==> config.mk <==
export PLATFORM = sky130hd
export DESIGN_NAME = idct_mac_ppl
export DESIGN_NICKNAME = d
export VERILOG_FILES = /design/src/rtl/idct_pkg.sv /design/src/rtl/idct_smul.sv /design/src/rtl/idct_mac_ppl.sv
export SDC_FILE = /design/constraint.sdc
export NUM_CORES = 1
export LEC_CHECK = 0
export CAP_MARGIN = 0
export CELL_PAD_IN_SITES_DETAIL_PLACEMENT = 2
export CELL_PAD_IN_SITES_GLOBAL_PLACEMENT = 2
export CORE_ASPECT_RATIO = 2
export CORE_UTILIZATION = 33
export DETAILED_ROUTE_END_ITERATION = 10
export PLACE_DENSITY = 0.83
export SLEW_MARGIN = 20
export SYNTH_ARGS = -nofsm -noshare
export SYNTH_HDL_FRONTEND = slang
export SYNTH_SLANG_ARGS = --single-unit
==> constraint.sdc <==
create_clock -name clk -period 5.3 [get_ports clk]
set_input_delay 0.795 -clock clk [delete_from_list [all_inputs] [get_ports clk]]
set_output_delay 0.795 -clock clk [all_outputs]
set_load 0.02 [all_outputs]
==> src/rtl/idct_pkg.sv <==
// Shared constants and helpers for the IDCT multiply-accumulate lane.
// Holds the HEVC coefficient magnitudes, sign-magnitude pack/unpack helpers
// and the accumulator width rule.
package idct_pkg;

  // HEVC inverse-transform coefficient magnitudes
  localparam int unsigned CoefA = 64;
  localparam int unsigned CoefB = 83;
  localparam int unsigned CoefC = 36;
  localparam int unsigned CoefD = 89;
  localparam int unsigned CoefE = 75;
  localparam int unsigned CoefF = 50;
  localparam int unsigned CoefG = 18;

  // Accumulator width: a full product plus one bit per doubling of the tap count
  function automatic int unsigned acc_width(input int unsigned data_w,
                                            input int unsigned coef_w,
                                            input int unsigned ntaps);
    return data_w + coef_w + $clog2(ntaps);
  endfunction

  // Build a coef_w-bit sign-magnitude word, LSB-aligned in 32 bits
  function automatic logic [31:0] sm_pack(input logic neg, input int unsigned mag,
                                          input int unsigned coef_w);
    logic [31:0] w;
    w = mag & ((32'd1 << (coef_w - 1)) - 32'd1);
    w[coef_w-1] = neg;
    return w;
  endfunction

  // Signed value of a coef_w-bit sign-magnitude word
  function automatic int sm_value(input logic [31:0] c, input int unsigned coef_w);
    int mag;
    mag = int'(c & ((32'd1 << (coef_w - 1)) - 32'd1));
    return c[coef_w-1] ? -mag : mag;
  endfunction

endpackage

==> src/rtl/idct_smul.sv <==
// Two-stage sign-magnitude multiplier: S1 captures the accepted pair, S2 holds
// the signed product. Both stages freeze while i_en is low; flush empties them.
module idct_smul
  import idct_pkg::*;
#(
  parameter int unsigned DATA_W = 8,
  parameter int unsigned COEF_W = 8
) (
  input  logic                             i_clk,
  input  logic                             i_rst_n,
  input  logic                             i_flush,
  input  logic                             i_en,
  input  logic                             i_valid,
  input  logic [DATA_W-1:0]                i_data,
  input  logic [COEF_W-1:0]                i_coef,
  input  logic                             i_last,
  output logic                             o_valid,
  output logic signed [DATA_W+COEF_W-1:0]  o_prod,
  output logic                             o_last
);

  localparam int unsigned PROD_W = DATA_W + COEF_W;

  logic                     r_s1_valid;
  logic [DATA_W-1:0]        r_s1_data;
  logic [COEF_W-1:0]        r_s1_coef;
  logic                     r_s1_last;
  logic                     r_s2_valid;
  logic signed [PROD_W-1:0] r_s2_prod;
  logic                     r_s2_last;

  logic [COEF_W-2:0]        w_mag;
  logic signed [PROD_W-1:0] w_prod_mag;
  logic signed [PROD_W-1:0] w_prod;

  assign w_mag      = r_s1_coef[COEF_W-2:0];
  // Magnitude is zero-extended so the multiply stays signed
  assign w_prod_mag = $signed(r_s1_data) * $signed({1'b0, w_mag});
  assign w_prod     = r_s1_coef[COEF_W-1] ? -w_prod_mag : w_prod_mag;

  // S1: capture the accepted sample/coefficient pair
  always_ff @(posedge i_clk) begin
    if (!i_rst_n) begin
      r_s1_valid <= 1'b0;
      r_s1_data  <= '0;
      r_s1_coef  <= '0;
      r_s1_last  <= 1'b0;
    end else if (i_flush) begin
      r_s1_valid <= 1'b0;
    end else if (i_en) begin
      r_s1_valid <= i_valid;
      if (i_valid) begin
        r_s1_data <= i_data;
        r_s1_coef <= i_coef;
        r_s1_last <= i_last;
      end
    end
  end

  // S2: register the signed product
  always_ff @(posedge i_clk) begin
    if (!i_rst_n) begin
      r_s2_valid <= 1'b0;
      r_s2_prod  <= '0;
      r_s2_last  <= 1'b0;
    end else if (i_flush) begin
      r_s2_valid <= 1'b0;
    end else if (i_en) begin
      r_s2_valid <= r_s1_valid;
      if (r_s1_valid) begin
        r_s2_prod <= w_prod;
        r_s2_last <= r_s1_last;
      end
    end
  end

  assign o_valid = r_s2_valid;
  assign o_prod  = r_s2_prod;
  assign o_last  = r_s2_last;

endmodule

==> src/rtl/idct_mac_ppl.sv <==
// Pipelined IDCT multiply-accumulate lane: accumulates NTAPS sign-magnitude
// products, rounds/shifts the sum and emits one word per NTAPS pairs.
// Build option: define IDCT_SAT_EN to clip results to OUT_W and flag out_sat;
// otherwise results wrap and out_sat is constant 0.
module idct_mac_ppl
  import idct_pkg::*;
#(
  parameter int unsigned DATA_W = 8,
  parameter int unsigned COEF_W = 8,
  parameter int unsigned NTAPS  = 8,
  parameter int unsigned SHIFT  = 7,
  parameter int unsigned OUT_W  = 16
) (
  input  logic                     clk,
  input  logic                     rst_n,
  input  logic                     flush,
  input  logic                     in_valid,
  output logic                     in_ready,
  input  logic [DATA_W-1:0]        in_data,
  input  logic [COEF_W-1:0]        in_coef,
  output logic                     out_valid,
  input  logic                     out_ready,
  output logic [OUT_W-1:0]         out_data,
  output logic                     out_sat,
  output logic [$clog2(NTAPS)-1:0] tap_idx
);

  localparam int unsigned PROD_W = DATA_W + COEF_W;
  localparam int unsigned ACC_W  = acc_width(DATA_W, COEF_W, NTAPS);
  localparam int unsigned TAP_W  = $clog2(NTAPS);
  // Wide enough for the rounding carry and for clip compares against OUT_W bounds
  localparam int unsigned RW     = ACC_W + OUT_W + 1;
  localparam logic [TAP_W-1:0] LastTap = TAP_W'(NTAPS - 1);

  logic                     r_out_valid;
  logic [OUT_W-1:0]         r_out_data;
  logic                     r_out_sat;
  logic [TAP_W-1:0]         r_tap_idx;
  logic signed [ACC_W-1:0]  r_acc;

  logic                     w_stall;
  logic                     w_accept;
  logic                     w_s2_valid;
  logic signed [PROD_W-1:0] w_s2_prod;
  logic                     w_s2_last;
  logic                     w_s3_en;
  logic signed [ACC_W-1:0]  w_prod_ext;
  logic signed [ACC_W-1:0]  w_sum;
  logic signed [RW-1:0]     w_sum_ext;
  logic signed [RW-1:0]     w_r;
  logic [OUT_W-1:0]         w_out;
  logic                     w_sat;

  assign w_stall  = r_out_valid & ~out_ready;
  assign in_ready = ~w_stall & ~flush;
  assign w_accept = in_valid & in_ready;

  idct_smul #(
    .DATA_W (DATA_W),
    .COEF_W (COEF_W)
  ) u_smul (
    .i_clk   (clk),
    .i_rst_n (rst_n),
    .i_flush (flush),
    .i_en    (~w_stall),
    .i_valid (w_accept),
    .i_data  (in_data),
    .i_coef  (in_coef),
    .i_last  (r_tap_idx == LastTap),
    .o_valid (w_s2_valid),
    .o_prod  (w_s2_prod),
    .o_last  (w_s2_last)
  );

  assign w_s3_en    = w_s2_valid & ~w_stall & ~flush;
  assign w_prod_ext = {{(ACC_W - PROD_W){w_s2_prod[PROD_W-1]}}, w_s2_prod};
  assign w_sum      = r_acc + w_prod_ext;
  assign w_sum_ext  = {{(RW - ACC_W){w_sum[ACC_W-1]}}, w_sum};

  if (SHIFT > 0) begin : g_round
    // Add half an LSB, then arithmetic shift: ties go toward +inf
    assign w_r = (w_sum_ext + (RW'(1) << (SHIFT - 1))) >>> SHIFT;
  end else begin : g_no_round
    assign w_r = w_sum_ext;
  end

`ifdef IDCT_SAT_EN
  localparam logic signed [RW-1:0] MaxV = {{(RW - OUT_W + 1){1'b0}}, {(OUT_W - 1){1'b1}}};
  localparam logic signed [RW-1:0] MinV = {{(RW - OUT_W + 1){1'b1}}, {(OUT_W - 1){1'b0}}};
  logic w_hi;
  logic w_lo;
  assign w_hi  = w_r > MaxV;
  assign w_lo  = w_r < MinV;
  assign w_out = w_hi ? MaxV[OUT_W-1:0] : (w_lo ? MinV[OUT_W-1:0] : w_r[OUT_W-1:0]);
  assign w_sat = w_hi | w_lo;
`else
  logic w_unused_hi;
  assign w_unused_hi = ^w_r[RW-1:OUT_W];
  assign w_out       = w_r[OUT_W-1:0];
  assign w_sat       = 1'b0;
`endif

  // Tap counter: advances per accepted pair, wraps after the last tap
  always_ff @(posedge clk) begin
    if (!rst_n || flush) begin
      r_tap_idx <= '0;
    end else if (w_accept) begin
      r_tap_idx <= (r_tap_idx == LastTap) ? '0 : r_tap_idx + 1'b1;
    end
  end

  // S3 accumulator: clears after the last product so tap 0 loads the product
  always_ff @(posedge clk) begin
    if (!rst_n || flush) begin
      r_acc <= '0;
    end else if (w_s3_en) begin
      r_acc <= w_s2_last ? '0 : w_sum;
    end
  end

  // Output register: written on a completed word, drained by out_ready
  always_ff @(posedge clk) begin
    if (!rst_n) begin
      r_out_valid <= 1'b0;
      r_out_data  <= '0;
      r_out_sat   <= 1'b0;
    end else if (w_s3_en && w_s2_last) begin
      r_out_valid <= 1'b1;
      r_out_data  <= w_out;
      r_out_sat   <= w_sat;
    end else if (out_ready) begin
      r_out_valid <= 1'b0;
    end
  end

  assign out_valid = r_out_valid;
  assign out_data  = r_out_data;
  assign out_sat   = r_out_sat;
  assign tap_idx   = r_tap_idx;

endmodule

## Yosys cells after proc, flatten, opt, wreduce, memory -nomap -nowiden

Cells that the tools add are included.

- Register bits after elaboration: 75
- Bits of input ports: 21
- Output and inout bits: 22
- Word-level logic and storage cells: 38

- Add/sub/neg operators: 4
- Multipliers: 1
- Equal/unequal tests: 1
- Mux-type cells: 5
- Bitwise operators: 9
- Reductions and logical operators: 7

Operator list:

| kind | count |
|---|---|
| 19-bit by 8-bit adder with 20-bit output, second input constant | 1 |
| 19-bit by 16-bit adder with 19-bit output | 1 |
| 19-bit 2-to-1 mux | 1 |
| 8-bit by 8-bit multiplier with 16-bit output | 1 |
| 16-bit 2-to-1 mux | 1 |
| 16-bit negation | 1 |
| 3-bit AND reduction | 2 |
| 1-bit bitwise AND | 5 |
| 1-bit NOT | 4 |
| 3-bit by 1-bit adder with 3-bit output, second input constant | 1 |
| 3-bit == test, second input constant | 1 |
| 3-bit 2-to-1 mux | 1 |
| 1-bit 2-to-1 mux | 2 |
| 2-bit nonzero test | 1 |
| 2-bit OR reduction | 1 |
| 1-bit logical AND | 1 |
| 1-bit zero test | 1 |
| 1-bit logical OR | 1 |

## Longest topological paths before layout

Gate-level depths: netlist of the first run.

- Word-level depth: 7
- Gate-level depth with buffers: 21
- Gate-level depth less buffers: 19

## Modules after synthesis

A second synthesis of the first run with hierarchy kept.

- Cell total of the unflattened synthesis: 807
- Area, all modules: 6703.9 µm²

By module, submodules not included:

| module | instances | cells each | area each (µm²) | sequential area each (µm²) |
|---|---|---|---|---|
| idct_smul | 1 | 481 | 3975.1 | 720.7 |
| idct_mac_ppl | 1 | 326 | 2728.9 | 720.7 |

## Worst setup path before layout of the first run

No wires, ideal clock.

- Kind: flip-flop to flip-flop
- Start: reg u_smul.r_s1_coef[4]
- End: reg u_smul.r_s2_prod[14], in the netlist u_smul.o_prod[14]
- Setup time: 79 ps
- Data arrival time: 4991 ps
- Required time: 5221 ps
- Setup slack: 229 ps
- Cell stages (with the launch flop): 18
- Buffers on the path: 0
- Period minus slack after synthesis: 5071 ps
- Path through: dfxtp_1 and2_1 fa_1 fa_1 inv_1 fa_1 fa_1 inv_1 ha_1 o21ai_0 or2_1 and2_4 or3_1 or3_4 or2_1 o41ai_2 xnor2_1 a211oi_2

- Longest elaborated chain between the ends: 3

Ends and longest elaborated chain:

| item | RTL line | text |
|---|---|---|
| start, declared | idct_smul.sv:26 | `logic [COEF_W-1:0] r_s1_coef;` |
| start signal, assigned | idct_smul.sv:54 | `r_s1_coef <= i_coef;` |
| 8-bit by 8-bit multiplier with 16-bit output * | idct_smul.sv:38 | `assign w_prod_mag = $signed(r_s1_data) * $signed({1'b0, w_mag});` |
| 16-bit negation | idct_smul.sv:39 | `assign w_prod = r_s1_coef[COEF_W-1] ? -w_prod_mag : w_prod_mag;` |
| 16-bit 2-to-1 mux * | idct_smul.sv:39 |  |
| end signal, assigned | idct_smul.sv:71 | `r_s2_prod <= w_prod;` |
| end, declared | idct_smul.sv:29 | `logic signed [PROD_W-1:0] r_s2_prod;` |

Mark *: on every way between the ends. The rest lies on a longest branch, timed or not.
A chain may end at the register's enable or synchronous reset.

## Final worst setup path of the first run

- Start: reg u_smul.r_s1_coef[2]
- End: reg u_smul.r_s2_prod[14], in the netlist u_smul.o_prod[14]

Same word-level chain as after synthesis.

==> metrics.txt, run 1 <==
status finished with violations; mux cell area share after synthesis less than 1%; data arrival time of the critical path around 5.6 ns; Clock Sinks roughly 70; vias in the first global route ~6900; skew final approximately 0.013 ns; Syn Std Cell Area ~6500 um^2; number of synthesized flops with an enable pin 0; H-tree depth 3; Die Width 101 um; Die Area 20300 um^2; static leakage ~3.3 nW; first-pass GRT wire length about 36000 um; ANT cells 0; port buffer count 41; core area about 19000 um^2; unrepaired setup endpoints after global routing yes; Die Y-Extent 201 um; final wirelength 24900 um; main combinational cell family by area after synthesis adder cells; Rel. slew slack around 28%; antenna violations before repair 0; setup TNS -0.113 ns; Via density around 5.5; total congestion overflow 0; Initial DRT Pass Iterations 5; Clk pwr share between 40% and 50%; met2 usage between 40% and 50%; Post-synth ARST share 0%; share of cells above drive strength 1 between 10% and 20%; GR Layer Usage met3 approximately 2.2%; area delta synth->final 18.8%; final hold vios 0; Setup Crit Path Kind reg2reg; vias around 6000; Switch Pwr ~0.42 mW; Synth Instances slightly below 800; CP endpoint kind flip-flop; Nets between 900 and 1000; combinational power share 13.3%; max-slew violations 0; Worst VDD drop 0.000161 V; PD cells roughly 180 nW/um^2; Syn Area/Cell between 8 and 9 um^2; fin crit share 102%; Boundary Pins between 40 and 50; top_reg_cell synth dfxtp_1; Worst-path clk slew 0.07 ns; CTS tree built; DRC 0; max_cap viols 0; Power, Total ~1.4 mW; CP startpoint kind flip-flop; ANT nets after route 0; Ys Warns 0; Sw Ratio between 20% and 30%; grt peak-use layer met2; Min-Delay Path Class reg2reg; library cells used by synthesis 70; final setup violation count 1; Clock Latency Late Sink 0.36 ns; Simple-Gate Fraction of Synth Area between 20% and 30%; GRT Util Overall 23.0%; adder-cell share of the synthesized area 25.0%; flops & latches, synth 72; violated checks setup timing; Max clock buf depth 2; WL per Instance approximately 23 um; syn_nets between 900 and 1000; DRT iter0 DRCs roughly 200; fin cells approximately 1100; worst-path fanout max 7; initial core utilization around a third; CTS root buffer clkbuf_16; placed insts roughly 1100; Req. time, crit path roughly 5.5 ns; pin count of the biggest net entering global routing 43; post-synthesis xor/xnor area fraction 6.06%; CTS buffer count 9; Filler Cells Inserted roughly 2200; Synth Area in Compound Gates roughly 18%; maximum clock rate between 150 and 200 MHz; RePlAce Congestion 0.847; met1 Use GR between 10% and 20%; setup ws final -0.113 ns; sequential share of power approximately two fifths; internal cell power roughly 1.0 mW; crit path time final between 5 and 6 ns; actual slew at the worst max-slew pin about 1.1 ns; FP Rows 72; post-synthesis sequential area ratio about 22%; DP Wirelength about 17000 um; hold-fix buffers at CTS 0
layout by cell type (no fill, tap or decap), drive strengths merged, types with 8 or more instances in the layout:
master	synthesis	layout
o211ai	8	8
clkbuf	24	9
buf	8	23
xor2	18	18
o21ai	20	20
and2	53	53
nor2	55	55
a21oi	59	59
nand2	86	86
fa	47	47
nor3	13	13
a21o	14	14
clkdlybuf4s50	0	41
dfxtp	72	72
ha	55	55
a211oi	22	22
nand3	16	16
a22oi	16	16
xnor2	27	27
inv	87	91
per-stage QoR:
| stage | cell area, um^2 | setup WS, ns | hold WS (ns) | util [%] |
|---|---|---|---|---|
| 6_report | 7720 | -0.113 | 0.479 | 40.1 |
| 5_1_grt | 7720 | -0.197 | 0.508 | 40.1 |
| 4_1_cts | 7520 | 0.0132 | 0.466 | 39.0 |
| 3_5_place_dp | 7170 | -0.155 | 0.457 | 37.2 |
| 3_3_place_gp | 7170 | 0.102 | 0.438 | 37.2 |
| 2_1_floorplan | 6500 | 0.229 | 0.432 | - |
power by group through the flow:
stage	clock, mW	combinational [mW]	sequential, mW
2_1_floorplan	0	0.102	0.569
3_3_place_gp	0	0.150	0.575
3_5_place_dp	0	0.160	0.576
4_1_cts	0.676	0.165	0.564
5_1_grt	0.693	0.202	0.565
6_report	0.669	0.189	0.564
cells in the mapped netlist, drive strengths merged, types with 2 or more instances:
master,count,area share (%)
a211o,4,0.54
a211oi,22,2.7
a21o,14,1.6
a21oi,59,4.6
a221oi,2,0.27
a22oi,16,1.8
a311oi,4,0.54
a32oi,2,0.27
and2,53,5.1
and3,3,0.29
and4,2,0.27
buf,8,1.0
clkbuf,24,1.4
dfxtp,72,22
fa,47,14
ha,55,11
inv,87,5.0
mux2i,2,0.31
nand2,86,5.0
nand2b,3,0.29
nand3,16,1.3
nand3b,3,0.35
nand4,7,0.67
nand4b,2,0.27
nor2,55,3.2
nor2b,4,0.38
nor3,13,1.0
nor3b,3,0.35
o211ai,8,0.92
o21a,5,0.58
o21ai,20,1.5
o21bai,3,0.35
o31ai,4,0.54
or2,6,0.58
or3,7,0.75
or3b,2,0.27
xnor2,27,3.6
xor2,18,2.4
worst paths after layout:
kind                                     to  slack (ns)                        startpoint  cells after the start
max          u_smul.o_prod[14]$_SDFFE_PN0P_       -0.11  u_smul.r_s1_coef[2]$_SDFFE_PN0P_                     17
min                out_data[0]$_SDFFE_PN0P_        0.48          out_data[0]$_SDFFE_PN0P_                      2
max reg2reg  u_smul.o_prod[14]$_SDFFE_PN0P_       -0.11  u_smul.r_s1_coef[2]$_SDFFE_PN0P_                     17
min reg2reg        out_data[0]$_SDFFE_PN0P_        0.48          out_data[0]$_SDFFE_PN0P_                      2
area by class of cell:
cell class / instances / area [um^2] / share of cell area, %
inverter: 88 / 330 / 4.28
sequential: 72 / 1460 / 18.9
tap: 259 / 324 / 4.20
timing repair buffer: 64 / 587 / 7.60
clock buffer: 9 / 225 / 2.92
clock inverter: 7 / 85.1 / 1.10
multi-input combinational: 595 / 4710 / 61.0
layer usage:
metal	routed length (um)	vias up
met2	14900	124
met1	7860	3082
met5	0	-
met4	1750	0
met3	397	94
li1	-	2740
worst max-delay path: stages (launching register included):
cell and delay [ns]:
dfxtp_4 0.38, and2_4 0.17, fa_2 0.39, fa_1 0.54
inv_2 0.05, fa_1 0.54, fa_1 0.66, inv_2 0.07
ha_4 0.29, o21ai_2 0.06, or2_1 0.25, and2_4 0.15
or3_4 0.39, or3_4 0.40, or2_1 0.24, o41ai_2 0.36
xnor2_1 0.19, a211oi_2 0.09
cells by family (layout without fill, tap and decap cells):
family / count (synthesis) / in the layout
AOI/OAI and AO/OA: 173 / 173
DFF: 72 / 72
other: 1 / 1
xor gates and xnor gates: 45 / 45
muxes: 2 / 2
buffers and inverters: 121 / 168
adders and majority gates: 102 / 102
and+or+nand+nor: 272 / 272
registers in the layout, indices dropped and copies added, names as in the netlist:
signal             count
u_smul.r_s1_valid      1
u_smul.o_valid         1
u_smul.r_s1_data       8
tap_idx                3
r_acc                 19
out_data              13
out_valid              1
u_smul.r_s1_last       1
u_smul.o_prod         16
u_smul.o_last          1
u_smul.r_s1_coef       8
repair_timing:
action | 4_1_cts | 5_1_grt
pin swaps | 3 | 29
endpoints found under the setup margin | 4 | 5
gates cloned | 0 | 0
resized for setup | 10 | 37
buffers inserted | 0 | 9
No activity file was read; power rests on OpenSTA's default activity.
==> run 2, diff against run 1 <==
Settings changed: CTS_CLUSTER_SIZE set to 12, SLEW_MARGIN 20 to unset.
==> results of run 2 <==
Final layout, timing and power as in run 1 (identical DEF).
==> run 3, diff against run 2 <==
Settings changed: CAP_MARGIN 0 to unset, GPL_ROUTABILITY_DRIVEN set to 0.
==> results of run 3 <==
Final layout, timing and power as in run 1 (identical DEF).
